`src/rtl/can_pkg.sv`:
```
// Shared CAN transmit definitions: FSM states and bus level constants.
package can_pkg;

   typedef enum logic [1:0] {
      IDLE,
      DATA,
      STUFF
   } can_state_e;

   localparam logic CAN_RECESSIVE = 1'b1;
   localparam logic CAN_DOMINANT  = 1'b0;

   // Default identical-bit run length that forces a stuff bit.
   localparam int unsigned CAN_STUFF_LEN = 5;

endpackage

```
`src/rtl/can_bit_timer.sv`:
```
// CAN bit-slot prescaler: counts clk cycles within one bit slot and strobes
// the sample point and the last cycle of the slot.
module can_bit_timer #(
   parameter int unsigned CLKS_PER_BIT = 100,
   parameter int unsigned SAMPLE_POINT = 70
) (
   input  logic clk,
   input  logic rst,
   input  logic i_run,      // a bit slot is in progress
   input  logic i_start,    // restart at 0 for a new slot
   input  logic i_clear,    // return to 0 when going idle
   output logic o_bit_end,
   output logic o_sample
);

   localparam int unsigned TW = (CLKS_PER_BIT > 1) ? $clog2(CLKS_PER_BIT) : 1;
   localparam logic [TW-1:0] LAST_IDX = TW'(CLKS_PER_BIT - 1);
   localparam logic [TW-1:0] SAMPLE_IDX = TW'(SAMPLE_POINT);

   logic [TW-1:0] r_timer;

   // Slot counter; holds at the last index until a launch or idle restarts it.
   always_ff @(posedge clk or posedge rst) begin
      if (rst) begin
         r_timer <= '0;
      end else if (i_start || i_clear) begin
         r_timer <= '0;
      end else if (i_run && (r_timer != LAST_IDX)) begin
         r_timer <= r_timer + 1'b1;
      end
   end

   assign o_bit_end = i_run && (r_timer == LAST_IDX);
   assign o_sample  = i_run && (r_timer == SAMPLE_IDX);

endmodule

```
`src/rtl/can_stuff_tx.sv`:
```
// CAN bit-level transmit stage: bit timing, exact per-bit stuffing and
// read-back monitoring for bit errors and arbitration loss.
module can_stuff_tx
   import can_pkg::*;
#(
   parameter int unsigned CLKS_PER_BIT = 100,
   parameter int unsigned SAMPLE_POINT = 70,
   parameter int unsigned RUN_LEN      = CAN_STUFF_LEN
) (
   input  logic clk,
   input  logic rst,
   input  logic in_valid,
   input  logic in_bit,
   input  logic in_stuff_en,
   input  logic in_arb,
   output logic in_ready,
   input  logic rx,
   output logic tx,
   output logic busy,
   output logic stuff_pulse,
   output logic bit_err,
   output logic arb_lost
);

   localparam int unsigned RW = $clog2(RUN_LEN + 1);
   localparam logic [RW-1:0] RUN_MAX = RW'(RUN_LEN);
   localparam logic [RW-1:0] RUN_ONE = RW'(1);

   can_state_e    r_state, w_state_nxt;
   logic          r_tx, w_tx_nxt;
   logic [RW-1:0] r_run, w_run_nxt;
   logic          r_last, w_last_nxt;
   logic          r_cur_stuff_en, w_cur_stuff_en_nxt;
   logic          r_cur_arb, w_cur_arb_nxt;
   logic          r_stuff_pulse, w_stuff_pulse_nxt;
   logic          r_bit_err, w_bit_err_nxt;
   logic          r_arb_lost, w_arb_lost_nxt;

   logic w_bit_end, w_sample, w_start, w_clear;
   logic w_stuff_due, w_in_ready, w_xfer, w_busy;

   assign w_busy      = (r_state != IDLE);
   assign w_stuff_due = r_cur_stuff_en && (r_run == RUN_MAX);
   assign w_in_ready  = (r_state == IDLE) || (w_bit_end && !w_stuff_due);
   assign w_xfer      = in_valid && w_in_ready;

   can_bit_timer #(
      .CLKS_PER_BIT (CLKS_PER_BIT),
      .SAMPLE_POINT (SAMPLE_POINT)
   ) u_timer (
      .clk       (clk),
      .rst       (rst),
      .i_run     (w_busy),
      .i_start   (w_start),
      .i_clear   (w_clear),
      .o_bit_end (w_bit_end),
      .o_sample  (w_sample)
   );

   // Next-state: read-back check, stuff insertion, idle fallback, then launch.
   always_comb begin
      w_state_nxt        = r_state;
      w_tx_nxt           = r_tx;
      w_run_nxt          = r_run;
      w_last_nxt         = r_last;
      w_cur_stuff_en_nxt = r_cur_stuff_en;
      w_cur_arb_nxt      = r_cur_arb;
      w_stuff_pulse_nxt  = 1'b0;
      w_bit_err_nxt      = 1'b0;
      w_arb_lost_nxt     = 1'b0;
      w_start            = 1'b0;
      w_clear            = 1'b0;

      unique case (r_state)
         IDLE: begin
         end
         DATA, STUFF: begin
            if (w_sample && (rx != r_tx)) begin
               // Losing arbitration means someone drove dominant over our recessive.
               if ((r_tx == CAN_RECESSIVE) && r_cur_arb) begin
                  w_arb_lost_nxt = 1'b1;
                  w_state_nxt    = IDLE;
                  w_tx_nxt       = CAN_RECESSIVE;
                  w_run_nxt      = '0;
                  w_last_nxt     = CAN_RECESSIVE;
                  w_clear        = 1'b1;
               end else begin
                  w_bit_err_nxt = 1'b1;
               end
            end else if (w_bit_end) begin
               if ((r_state == DATA) && w_stuff_due) begin
                  // Stuff bit counts as the first bit of the opposite-level run.
                  w_state_nxt       = STUFF;
                  w_tx_nxt          = ~r_last;
                  w_last_nxt        = ~r_last;
                  w_run_nxt         = RUN_ONE;
                  w_stuff_pulse_nxt = 1'b1;
                  w_start           = 1'b1;
               end else begin
                  // Underflow: overridden below if a bit is handed over now.
                  w_state_nxt = IDLE;
                  w_tx_nxt    = CAN_RECESSIVE;
                  w_run_nxt   = '0;
                  w_last_nxt  = CAN_RECESSIVE;
                  w_clear     = 1'b1;
               end
            end
         end
         default: begin
            w_state_nxt = IDLE;
         end
      endcase

      if (w_xfer) begin
         w_state_nxt        = DATA;
         w_tx_nxt           = in_bit;
         w_cur_stuff_en_nxt = in_stuff_en;
         w_cur_arb_nxt      = in_arb;
         w_last_nxt         = in_bit;
         w_start            = 1'b1;
         w_clear            = 1'b0;
         if (!in_stuff_en) begin
            w_run_nxt = '0;
         end else if (in_bit == r_last) begin
            w_run_nxt = (r_run == RUN_MAX) ? RUN_MAX : r_run + 1'b1;
         end else begin
            w_run_nxt = RUN_ONE;
         end
      end
   end

   // State and output registers; reset forces the bus recessive at once.
   always_ff @(posedge clk or posedge rst) begin
      if (rst) begin
         r_state        <= IDLE;
         r_tx           <= CAN_RECESSIVE;
         r_run          <= '0;
         r_last         <= CAN_RECESSIVE;
         r_cur_stuff_en <= 1'b0;
         r_cur_arb      <= 1'b0;
         r_stuff_pulse  <= 1'b0;
         r_bit_err      <= 1'b0;
         r_arb_lost     <= 1'b0;
      end else begin
         r_state        <= w_state_nxt;
         r_tx           <= w_tx_nxt;
         r_run          <= w_run_nxt;
         r_last         <= w_last_nxt;
         r_cur_stuff_en <= w_cur_stuff_en_nxt;
         r_cur_arb      <= w_cur_arb_nxt;
         r_stuff_pulse  <= w_stuff_pulse_nxt;
         r_bit_err      <= w_bit_err_nxt;
         r_arb_lost     <= w_arb_lost_nxt;
      end
   end

   assign in_ready    = w_in_ready;
   assign tx          = r_tx;
   assign busy        = w_busy;
   assign stuff_pulse = r_stuff_pulse;
   assign bit_err     = r_bit_err;
   assign arb_lost    = r_arb_lost;

endmodule

```
`config.mk`:
```
export PLATFORM = sky130hd
export DESIGN_NAME = can_stuff_tx
export DESIGN_NICKNAME = d
export VERILOG_FILES = /design/src/rtl/can_pkg.sv /design/src/rtl/can_bit_timer.sv /design/src/rtl/can_stuff_tx.sv
export SDC_FILE = /design/constraint.sdc
export NUM_CORES = 1
export LEC_CHECK = 0
export ABC_AREA = 1
export CAP_MARGIN = 20
export CORE_MARGIN = 2
export CORE_UTILIZATION = 43
export CTS_BUF_LIST = sky130_fd_sc_hd__clkbuf_8
export DETAILED_ROUTE_END_ITERATION = 6
export PLACE_DENSITY_LB_ADDON = 0.15
export SYNTH_ARGS = -nofsm -noshare
export SYNTH_HDL_FRONTEND = slang
export SYNTH_SLANG_ARGS = --single-unit
```
`constraint.sdc`:
```
create_clock -name clk -period 1.79 [get_ports clk]
set_clock_uncertainty 0.2 [all_clocks]
set_input_delay 0.2685 -clock clk [delete_from_list [all_inputs] [get_ports clk]]
set_output_delay 0.2685 -clock clk [all_outputs]
set_load 0.005 [all_outputs]
```
==> results of run 1 <==
==> stage by stage <==
stage	cell area (sq um)	TNS, ns
after global routing	1910	-1.27
after detailed placement	1460	-0.594
after CTS	1680	-0.0361
final	1910	-0.471
after floorplan	1150	0
after global placement	1460	-0.304
==> power by group <==
group	switching [mW]	internal (mW)	total, mW
Sequential	0	0.406	0.406
Clock	0.153	0.196	0.349
Combinational	0.0248	0.0184	0.0432
==> final cells by class <==
type	count	area (sq um)	area share, %
multi-input combinational	119	827	43.3
inverter	20	80.1	4.19
sequential	18	452	23.6
timing repair buffer	53	460	24.1
tap	30	37.5	1.96
clock buffer	4	55.1	2.88
==> cells in the mapped netlist (all sizes together) <==
library cell   n
a21oi          5
and3b          1
buf            1
dfrtp         17
dfstp          1
ha             4
inv           20
nand2         46
nand3         20
nand4          3
nor2          24
nor3           4
o21ai          3
or2            1
xor2           6
==> worst max path at each step <==
stage / endpoint / slack [ns]
floorplan: u_timer.r_timer[2] / 0.11
global placement: r_run[0] / -0.05
detailed placement: r_run[0] / -0.11
CTS: r_run[0] / -0.01
global route: u_timer.r_timer[0] / -0.11
finish: u_timer.r_timer[3] / -0.06
==> worst max-delay path, delay by kind of cell, from the launching register on <==
kind	cells	cell delay, ns
flops	1	0.40
buf+inv	3	0.25
fa+ha+maj	1	0.17
simple gates	7	0.71
==> metal layers <==
metal  track usage [%]  up-vias  share of wire, %  routed length, um
li1                  -      616                 -                  -
met1              30.6      659                42               1760
met2              42.9       66                48               2010
met3              3.72       16               6.3                263
met4              13.6        0               3.9                165
met5                 0        -                 0                  0
==> cells by family (layout without fill, tap and decap cells) <==
group	after synthesis	in the layout	synth area share (%)
and+or+nand+nor	99	101	41.1
buffers and inverters	21	77	7.48
DFF	18	18	39.1
AOI/OAI and AO/OA	8	8	3.47
xor gates and xnor gates	6	6	4.55
adders and majority gates	4	4	4.33
==> layout by cell type, fill, tap and decap left out, types with 4 or more instances in the layout <==
cell | netlist | routed
xor2_1 | 6 | 6
nor2_1 | 21 | 16
nand2_4 | 3 | 9
dfrtp_1 | 17 | 17
nand2_2 | 3 | 7
nor2_4 | 2 | 6
buf_6 | 1 | 11
nand3_1 | 18 | 13
nand3_2 | 2 | 4
clkbuf_8 | 0 | 4
inv_1 | 19 | 16
clkdlybuf4s50_1 | 0 | 9
nand2_1 | 40 | 31
buf_4 | 0 | 31
==> repair_timing <==
action	CTS	global route
setup buffers	16	6
setup endpoints to repair	13	17
pin swaps	11	18
gates cloned	1	1
gates resized for setup	21	46
==> registers in the layout (all words and copies together) (netlist names) <==
signal,cells
bit_err,1
r_cur_arb,1
stuff_pulse,1
r_run,3
arb_lost,1
r_last,1
u_timer.r_timer,7
r_state,2
r_cur_stuff_en,1
==> summary.md, run 1 <==
| Metric | Value |
|---|---|
| Status | `finished with violations` |
| Failing checks | `setup timing` |
| Clock Tree Root | `clkbuf_8` |
| Final hold violation count | `0` |
| Largest net degree at the start of global routing | `14` |
| Core Area | `2520 sq um` |
| Via-per-instance ratio | `5.56` |
| Worst slew pin tran | `0.421 ns` |
| CTS Buf Count | `3` |
| Die ar. | `3120 sq um` |
| Crit path launch | `r_state[0]` |
| Cells on worst reg2reg path | `11` |
| Die Ht | `55.8 um` |
| Remaining global-route overflow | `0` |
| Synth cell types | `22` |
| Layout cells sized above 1 | `43.0%` |
| Initial DRT Pass Iterations | `4` |
| MaxCap Viol Count | `0` |
| H-tree depth | `1` |
| Final max-slew violation count | `0` |
| Flop2flop setup slack | `-0.06 ns` |
| Max_slew headroom | `71.9%` |
| Antenna violations before repair | `0` |
| Final setup fails | `12` |
| Fillers | `174` |
| Slowest CP cell | `dfrtp_1` |
| WL/cell | `17.2 um` |
| Fmax | `0.541 GHz` |
| Skew-Pair Late Insertion Delay | `0.26 ns` |
| Reg-to-reg endpoint | `u_timer.r_timer[3]` |
| Cells after Synth | `156` |
| Crit path cell chain | `inv_2, ha_4, inv_4, buf_6, nand2_4, nor2_4, nand3_4, nand2_4, nand3_4, nand2_4, nor2_1` |
| ANT cells | `0` |
| Number of DRC markers in iteration 0 | `55` |
| Pleak | `0.924 nW` |
| Syn_nets | `167` |
| Leading area contributor after synthesis | `dfrtp_1` |
| Placer congestion estimate | `0.901` |
| Core Util, Final | `75.8%` |
| Routed via count | `1357` |
| Period utilisation layout | `103%` |
| CP max stage delay | `0.40 ns` |
| Final min period | `1.85 ns` |
| Area growth syn-to-layout | `65.5%` |
| Final wirelength | `4190 um` |
| Sequential fraction of the synthesis area | `39.1%` |
| Synth Cell Area | `1150 sq um` |
| WP data required | `1.74 ns` |
| All-Layer GR Usage | `25.2%` |
| First-pass GRT wire length | `6090 um` |
| Final worst slack | `-0.0583 ns` |
| Initial Util | `45.8%` |
| Final hold slack | `0.0905 ns` |
| Top-area cell type share of the netlist area | `36.8%` |
| Maximum root-to-sink buffer count | `2` |
| Horiz. Die Dim | `55.8 um` |
| Ys Warns | `0` |
| Dpl ws | `-0.109 ns` |
| Largest cells by area after synthesis | `dfrtp_1 (37%), nand2_1 (13%), nand3_1 (7.8%)` |
| RSZ-0062 raised after global routing | `true` |
| Max VDD drop | `0.468 mV` |
| CTS tree | `built` |
| Total chip power | `0.799 mW` |
| # hold bufs at CTS | `0` |
| Startpoint type of the worst setup path | `flop` |
| Row cnt | `18` |
| Kind of critical path | `reg2reg` |
| Pwr per Cell Area | `418 nW/um^2` |
| # port buffers | `12` |
| DP HPWL | `2120 um` |
| I/O pin count | `13` |
| RR Startpoint | `r_state[0]` |
| Avg Inst Size Synth | `7.40 sq um` |
| Vias in the first global route | `1276` |
| Worst min path class | `in2async` |
| Fin cells | `244` |
| Crit. End Element | `flop` |
| Critical Path AT | `1.80 ns` |
| Most used cell, CP | `nand2_4` |
| Residual DRC | `0` |
| Max FO, Critical Path | `6` |
| Flops & latches, synth | `18` |
| NumNets Final | `226` |
| Worst-path clk slew | `0.08 ns` |
| Post-Place Cells | `218` |
| Clk sinks | `18` |
| ANT nets after route | `0` |
Note: power is estimated with default switching activity, not from simulation.
==> inputs of run 2 (changes only) <==
SLEW_MARGIN = 0   (was default)
==> results of run 2 <==
No change in the layout: final DEF, timing and power equal those of run 1.
==> inputs of run 3 (changes only) <==
RECOVER_POWER = 100   (was default)
==> run 3 against run 2 <==
Effect of this change: the flow still finishes with violations (setup timing); critical path depth stayed put; cell area is 0.20% lower; count of clock-buffer cells in the layout stayed put; largest cell class unchanged; critical endpoint unchanged.
==> summary.md, run 3 (synthesis results as in run 1) <==
| Metric | Value |
|---|---|
| Antenna violations before repair | `0 (unchanged)` |
| Pleak | `0.932 nW (+0.80%)` |
| Post-route cell area | `1910 sq um (-0.20%)` |
| Crit. End Element | `flop` |
| Final hold violation count | `0 (unchanged)` |
| ANT cells | `0 (unchanged)` |
| Final wirelength | `4190 um (about the same)` |
| Failing checks | `setup timing` |
| DP Area | `1460 sq um (unchanged)` |
| Initial Util | `45.8% (unchanged)` |
| Dpl ws | `-0.109 ns (unchanged)` |
| GR Util met2 | `42.9% (unchanged)` |
| Fin cells | `244 (unchanged)` |
| Skew-Pair Late Insertion Delay | `0.26 ns (about the same)` |
| Most used cell, CP | `nand2_4` |
| Cells on worst reg2reg path | `11 (unchanged)` |
| H-tree depth | `1 (unchanged)` |
| RSZ-0062 raised after global routing | `true` |
| Routed via count | `1359 (+0.15%)` |
| I/O pin count | `13 (unchanged)` |
| Vias in the first global route | `1276 (unchanged)` |
| Crit path cell chain | `inv_2, ha_4, inv_4, buf_6, nand2_4, nor2_4, nand3_4, nand2_4, nand3_4, nand2_4, nor2_1` |
| Slowest CP cell | `dfrtp_1` |
| Area growth syn-to-layout | `65.2%` |
| Flop2flop setup slack | `-0.06 ns (about the same)` |
| Horiz. Die Dim | `55.8 um (unchanged)` |
| Clock Tree Root | `clkbuf_8` |
| Top reg by flops | `u_timer.r_timer` |
| ANT nets after route | `0 (unchanged)` |
| CTS Buf Count | `3 (unchanged)` |
| Critical Path AT | `1.81 ns (about the same)` |
| Final min period | `1.85 ns (+0.00526 ns)` |
| Via-per-instance ratio | `5.57 (+0.15%)` |
| # port buffers | `12 (unchanged)` |
| Number of DRC markers in iteration 0 | `58 (+5.5%)` |
| All-Layer GR Usage | `25.2% (unchanged)` |
| Core Util, Final | `75.6% (-0.15 points)` |
| WP data required | `1.74 ns (about the same)` |
| Worst min path class | `in2async` |
| Worst-path clk slew | `0.08 ns (about the same)` |
| M3 GR Usage | `3.72% (unchanged)` |
| Max FO, Critical Path | `6 (unchanged)` |
| Final max-slew violation count | `0 (unchanged)` |
| Most common cell after layout, fill and taps aside | `nand2_1` |
| Placer congestion estimate | `0.901 (unchanged)` |
| Post-Place Cells | `218 (unchanged)` |
| Number of flip-flops under the largest register name | `7 (unchanged)` |
| Critical path's top delay family | `simple AND/OR/NAND/NOR gates` |
| CP max stage delay | `0.41 ns (about the same)` |
| Total chip power | `0.799 mW (about the same)` |
| Reg-to-reg endpoint | `u_timer.r_timer[3]` |
| Max_slew headroom | `66.6% (-5.3 points)` |
| NumNets Final | `226 (unchanged)` |
| Final worst slack | `-0.0636 ns (-0.00526 ns)` |
| DP HPWL | `2120 um (unchanged)` |
| Fmax | `0.539 GHz (-0.28%)` |
| Pwr per Cell Area | `419 nW/um^2 (+0.28%)` |
| Sum of buffers and inverters on the critical path | `3 (unchanged)` |
| Clk sinks | `18 (unchanged)` |
| Kind of critical path | `reg2reg` |
| Worst slew pin tran | `0.501 ns (+0.0807 ns)` |
| Final setup fails | `14 (+2)` |
| Maximum root-to-sink buffer count | `2 (unchanged)` |
| WL/cell | `17.2 um (about the same)` |
| Gr busiest metal | `met2` |
| Die Ht | `55.8 um (unchanged)` |
| Core Area | `2520 sq um (unchanged)` |
| Top Registers | `u_timer.r_timer: 7 flops, r_run: 3 flops, r_state: 2 flops` |
| Startpoint type of the worst setup path | `flop` |
| Period utilisation layout | `104% (+0.29 points)` |
| Status | `finished with violations` |
| First-pass GRT wire length | `6090 um (unchanged)` |
| Final hold slack | `0.224 ns (+0.133 ns)` |
| # hold bufs at CTS | `0 (unchanged)` |
| Initial DRT Pass Iterations | `4 (unchanged)` |
| Max VDD drop | `0.469 mV (+0.30%)` |
| Row cnt | `18 (unchanged)` |
| Highest-count cells in the layout ignoring fill and taps | `nand2_1 (31), buf_4 (30), dfrtp_1 (17)` |
| Setup TNS | `-0.563 ns (-0.0925 ns)` |
| Residual DRC | `0 (unchanged)` |
| CTS tree | `built` |
| RR Startpoint | `r_state[0]` |
| Layout cells sized above 1 | `42.5% (-0.47 points)` |
| Remaining global-route overflow | `0 (unchanged)` |
| Largest net degree at the start of global routing | `14 (unchanged)` |
| MaxCap Viol Count | `0 (unchanged)` |
| Met1 Usage GRT | `30.6% (unchanged)` |
| Die ar. | `3120 sq um (unchanged)` |
==> run 3: area by class of cell <==
type | instances | area, sq um
clock buffers | 4 | 55.1
well taps | 30 | 37.5
flip-flops and latches | 18 | 452
repair buffers | 53 | 457
multi-input cells | 119 | 827
fillers | 176 | 614
inverters | 20 | 80.1
==> run 3: worst register-to-register path: cells and delay by family, from the launching register on <==
family | cells | cell delay [ns]
adders and majority gates | 1 | 0.17
buffers and inverters | 3 | 0.25
DFF | 1 | 0.41
and+or+nand+nor | 7 | 0.71
==> run 3: worst max path at each step <==
stage,start,to,slack [ns],cells past startpoint
after floorplan,r_state[0],u_timer.r_timer[2],0.11,10
after global placement,rx,r_run[0],-0.05,10
after detailed placement,rx,r_run[0],-0.11,10
after CTS,r_state[0],r_run[0],-0.01,11
after global routing,r_state[0],u_timer.r_timer[0],-0.11,11
final,r_state[0],u_timer.r_timer[3],-0.06,11
==> run 3: power by group <==
part,leakage (nW),switching [mW],internal (mW)
sequential,0.233,0,0.406
combinational,0.670,0.0248,0.0170
clock,0.0288,0.155,0.196
==> run 3: layer usage <==
metal	wire length [um]	vias to the layer above
met4	176	0
met1	1760	656
met3	257	18
li1	-	616
met2	2000	69
met5	0	-
==> run 3: timing repair <==
item	CTS	global route
endpoints found under the setup margin	13	17
setup buffers	16	6
pin swaps	11	18
cloned	1	1
gates resized for setup	21	46
==> RTL change 1: new RTL, settings of run 3 <==
The 3 states of `can_state_e` get a one-hot encoding in 3 bits.
--- a/src/rtl/can_pkg.sv
+++ b/src/rtl/can_pkg.sv
@@ -1,10 +1,10 @@
 // Shared CAN transmit definitions: FSM states and bus level constants.
 package can_pkg;
 
-   typedef enum logic [1:0] {
-      IDLE,
-      DATA,
-      STUFF
+   typedef enum logic [2:0] {
+      IDLE  = 3'b001,
+      DATA  = 3'b010,
+      STUFF = 3'b100
    } can_state_e;
 
    localparam logic CAN_RECESSIVE = 1'b1;
Behaviour: same outputs for any inputs over 10 cycles, from zero or initial values and one cycle with rst high; not proved beyond that.
==> RTL change 1 against run 3 <==
  * The run still ends with negative setup slack left
  * Design area shrank 15%
  * Setup slack better by 0.052 ns
  * Sequential cell count rose by 1
  * Global-route usage down 3.9 points
  * Routed wire length is 33% lower
  * Synthesized area is 2.8% lower
  * Critical endpoint is now in_ready
  * Largest cell class unchanged
Power is left out: it rests on default switching activity, and per cell area and clock period it moved more than threefold.
==> RTL change 1: results (changes against run 3) <==
* Run status: complete, but fails checks (unchanged)
* Failing checks: negative setup slack (unchanged)
- Detailed-routed wire length on met2: 1.44 mm (was 2.00 mm)
* Wire length of the first global-routing pass: 4.48 mm (was 6.09 mm)
- The wire length after detailed routing is 2.81 mm (was 4.19 mm).
* Setup total negative slack: -0.0181 ns (was -0.563 ns)
- The final layout net count was 199 (was 226).
- The type of the most critical hold path was register to register (was input port to asynchronous set/reset pin).
* Final setup slack of the worst path: -0.0118 ns (was -0.0636 ns)
- Iteration-0 DRC Markers: 15 (was 58)
- The kind of cell adding the most delay to the critical path is flip-flops (was simple AND/OR/NAND/NOR gates).
- Number of global-route vias before repair: 994 (was 1276)
- The capturing instance or port of the critical path was in_ready (was u_timer.r_timer[3]).
- Largest registers in the final layout: u_timer.r_timer: 7 flops, r_run: 3 flops, r_state: 3 flops (was u_timer.r_timer: 7 flops, r_run: 3 flops, r_state: 2 flops).
- Biggest area contributors in the synthesized netlist: dfrtp_1, nand2_1, nand3_1, nor2_1, inv_1 (unchanged).
* Vias per cell: 4.95 (was 5.57)
- The worst hold slack was 0.293 ns (was 0.224 ns).
* Syn_area_per_cell: 7.69 um2 (was 7.40 um2)
- The capturing point of the worst reg2reg path is r_run[0] (was u_timer.r_timer[3]).
- Met3 usage in global routing: 4.03% (was 3.72%)
- The arrival time reported for the critical path endpoint came to 1.33 ns (was 1.81 ns).
* Final setup violation count: 2 (was 14)
- The final weighted congestion of routability-driven global placement is 0.794 (was 0.901).
* Worst Setup SP: u_timer.r_timer[0] (was r_state[0])
- The fraction of final layout cells sized beyond drive strength 1 is 33.3% (was 42.5%).
- Area after detailed placement: 1400 um2 (was 1460 um2)
[RTL change 1: cell types whose count changed in the layout (fill, tap and decap cells not counted), sizes merged, moves of 3 or more]
cell and delta:
a21oi -4, buf -15, inv -3, nand2 -3
nor2 -4, nor3 -3, o21ai +3, xnor2 +3
[RTL change 1: what timing repair did]
action,4_1_cts,5_1_grt
setup buffers,7,2
pin swaps,10,12
cloned,1,0
gates resized for setup,21,11
setup endpoints to repair,14,17
[RTL change 1: cells by family (layout without fill, tap and decap cells)]
group                    Yosys count  in the layout  share of synthesized area [%]
XOR/XNOR                           8              8                           6.24
AO/OA/AOI/OAI                      9              9                           5.46
adder cells (fa/ha/maj)            2              2                           2.23
flip-flops                        19             19                           42.6
buffers and inverters             18             60                           7.36
AND/OR/NAND/NOR                   90             91                           36.1
[RTL change 1: layout make-up]
cell class,count,area share (%)
inverter,16,3.86
tap,30,2.31
sequential,19,29.5
timing repair buffer,40,20.8
clock buffer,3,2.55
clock inverter,1,0.231
multi-input combinational,110,40.8
==> RTL change 2: new RTL, config.mk and constraints of run 3 <==
Made on the original files. `CLKS_PER_BIT` is set to 100 in 2 places; all go to 200.
--- a/src/rtl/can_bit_timer.sv
+++ b/src/rtl/can_bit_timer.sv
@@ -1,7 +1,7 @@
 // CAN bit-slot prescaler: counts clk cycles within one bit slot and strobes
 // the sample point and the last cycle of the slot.
 module can_bit_timer #(
-   parameter int unsigned CLKS_PER_BIT = 100,
+   parameter int unsigned CLKS_PER_BIT = 200,
    parameter int unsigned SAMPLE_POINT = 70
 ) (
    input  logic clk,
--- a/src/rtl/can_stuff_tx.sv
+++ b/src/rtl/can_stuff_tx.sv
@@ -3,7 +3,7 @@
 module can_stuff_tx
    import can_pkg::*;
 #(
-   parameter int unsigned CLKS_PER_BIT = 100,
+   parameter int unsigned CLKS_PER_BIT = 200,
    parameter int unsigned SAMPLE_POINT = 70,
    parameter int unsigned RUN_LEN      = CAN_STUFF_LEN
 ) (
Behaviour: same outputs for any inputs over 10 cycles, from zero or initial values and one cycle with rst high; that may be too few to reach the edited logic, so the function may still have changed.
==> RTL change 2 against run 3 <==
  * The flow still finishes with violations (negative setup slack)
  * Design area decreased by 5.0%
  * Via count shrank 15%
  * Setup slack got worse by 0.025 ns
  * First-iteration DRC count fell by 53%
  * Routed wire length down 28%
  * Synthesized area up 2.7%
  * Final cell count shrank 6.1%
  * Sequential cell count is 1 higher
  * Global-route usage down 5.3 points
Power is not compared: it rests on default switching activity, and its combinational part moved more than twofold at a synthesized area within 25%.
==> RTL change 2: results (changes against run 3) <==
* Hold crit path type: register to register (was input port to asynchronous set/reset pin)
* Post-synthesis compound-gate area fraction: 4.85% (was 3.47%)
- Most used standard cells in the synthesized netlist: nand2_1, dfrtp_1, nor2_1 (was nand2_1, nor2_1, inv_1)
* Maximum number of pins on one net before global-route repair: 20 (was 14)
- Setup total negative slack: -0.328 ns (was -0.563 ns)
* Post-Synth Adder-Cell Area: 4.22% (was 4.33%)
- Sequential cell area fraction in the yosys report: 40.2% (was 39.1%)
* Area after detailed placement: 1530 um2 (was 1460 um2)
* Detailed-routed wire length on met2: 1.47 mm (was 2.00 mm)
- Biggest area contributors in the synthesized netlist: dfrtp_1, nand2_1, nand3_1, nor2_1, inv_1 (unchanged)
* Family with the most delay on the worst path: simple AND/OR/NAND/NOR gates (unchanged)
- Final setup slack of the worst path: -0.0884 ns (was -0.0636 ns)
- The total met3 wirelength after detailed routing is 103 um (was 257 um).
* Wire length of the first global-routing pass: 4.95 mm (was 6.09 mm)
- Critical path fanouts, max: 4 (was 6)
- Number of unique standard cell types used by synthesis: 28 (was 22)
* Vias per cell: 5.03 (was 5.57)
- Wire length the detailed router placed on met1: 1.38 mm (was 1.76 mm)
* Largest registers in the final layout: u_timer.r_timer: 8 flops, r_run: 3 flops, r_state: 2 flops (was u_timer.r_timer: 7 flops, r_run: 3 flops, r_state: 2 flops)
* Xor/xnor cell area share of the yosys netlist: 7.49% (was 4.55%)
- Number of nets produced by synthesis: 161 (was 167)
- The number of hold violations in the final report is 0 (unchanged).
- The initial antenna violation count came to 0 (unchanged).
- The final weighted congestion of routability-driven global placement was 0.850 (was 0.901).
- Filler cell count: 213 (was 176)
* Total Nets Final: 210 (was 226)
* Layout cells sized above 1: 39.4% (was 42.5%)
- Iteration-0 DRC Markers: 27 (was 58)
- The half-perimeter wire length after placement is 2.08 mm (was 2.12 mm).
* Slowest Stage Delay on Critical Path: 0.38 ns (was 0.41 ns)
- Number of global-route vias before repair: 1174 (was 1276)
- Worst setup timing slack at the placement stage: -0.144 ns (was -0.109 ns)
- Failing checks: negative setup slack (unchanged).
* Final setup violation count: 11 (was 14)
- VDD sags by at most 0.804 mV.
- The post-synthesis instance total was 150 (was 156).
* Slew headroom: 30.0% (was 66.6%)
* Wirelength per Cell: 13.2 um (was 17.2 um)
- Run status: complete, but fails checks (unchanged)
- The post-route non-filler standard cell count is 229 (was 244).
-- RTL change 2: cell count changes after synthesis, moves of 2 or more --
cell	change
xor2_1	-2
nand2_4	-2
nor2_1	-3
nand2_1	-5
nor3_1	-3
nand3_1	-3
nand4_1	+2
inv_1	-3
xnor2_1	+3
-- RTL change 2: layout make-up --
class / count / area [um2] / share of cell area (%)
Clock buffer: 3 / 41.3 / 2.28
Clock inverter: 1 / 3.75 / 0.207
Inverter: 18 / 75.1 / 4.14
Multi-Input combinational cell: 110 / 777 / 42.9
Sequential cell: 19 / 477 / 26.3
Tap cell: 31 / 38.8 / 2.14
Timing Repair Buffer: 47 / 399 / 22.0
-- RTL change 2: per-layer routing --
metal	GRT usage, %	up-vias
met5	0	-
met4	8.16	0
met3	3.00	7
met2	33.9	22
met1	25.1	551
li1	-	572
-- RTL change 2: power by group --
| part | internal (mW) | leakage, nW | switching (mW) |
|---|---|---|---|
| Clock | 0.153 | 0.0269 | 0.151 |
| Combinational | 0.641 | 0.598 | 0.670 |
| Sequential | 0.537 | 0.252 | 0.0710 |
| Total | 1.33 | 0.877 | 0.892 |
-- RTL change 2: path summary, 6_finish.rpt --
path	slack [ns]	startpoint	end	depth (start not counted)
worst max-delay path	-0.09	r_state[1]	r_run[2]	12
worst min-delay path	0.30	r_cur_arb	bit_err	1
worst max register to register	-0.09	r_state[1]	r_run[2]	12
worst min register to register	0.30	r_cur_arb	bit_err	1
max in group asynchronous	0.20	rst	r_cur_stuff_en	3
min in group asynchronous	0.57	rst	r_state[1]	3
-- RTL change 2: what timing repair did --
action	CTS	global route
endpoints found under the setup margin	15	19
buffers inserted	5	3
gates resized for setup	26	33
pin swaps	7	12
hold endpoints to repair	0	0
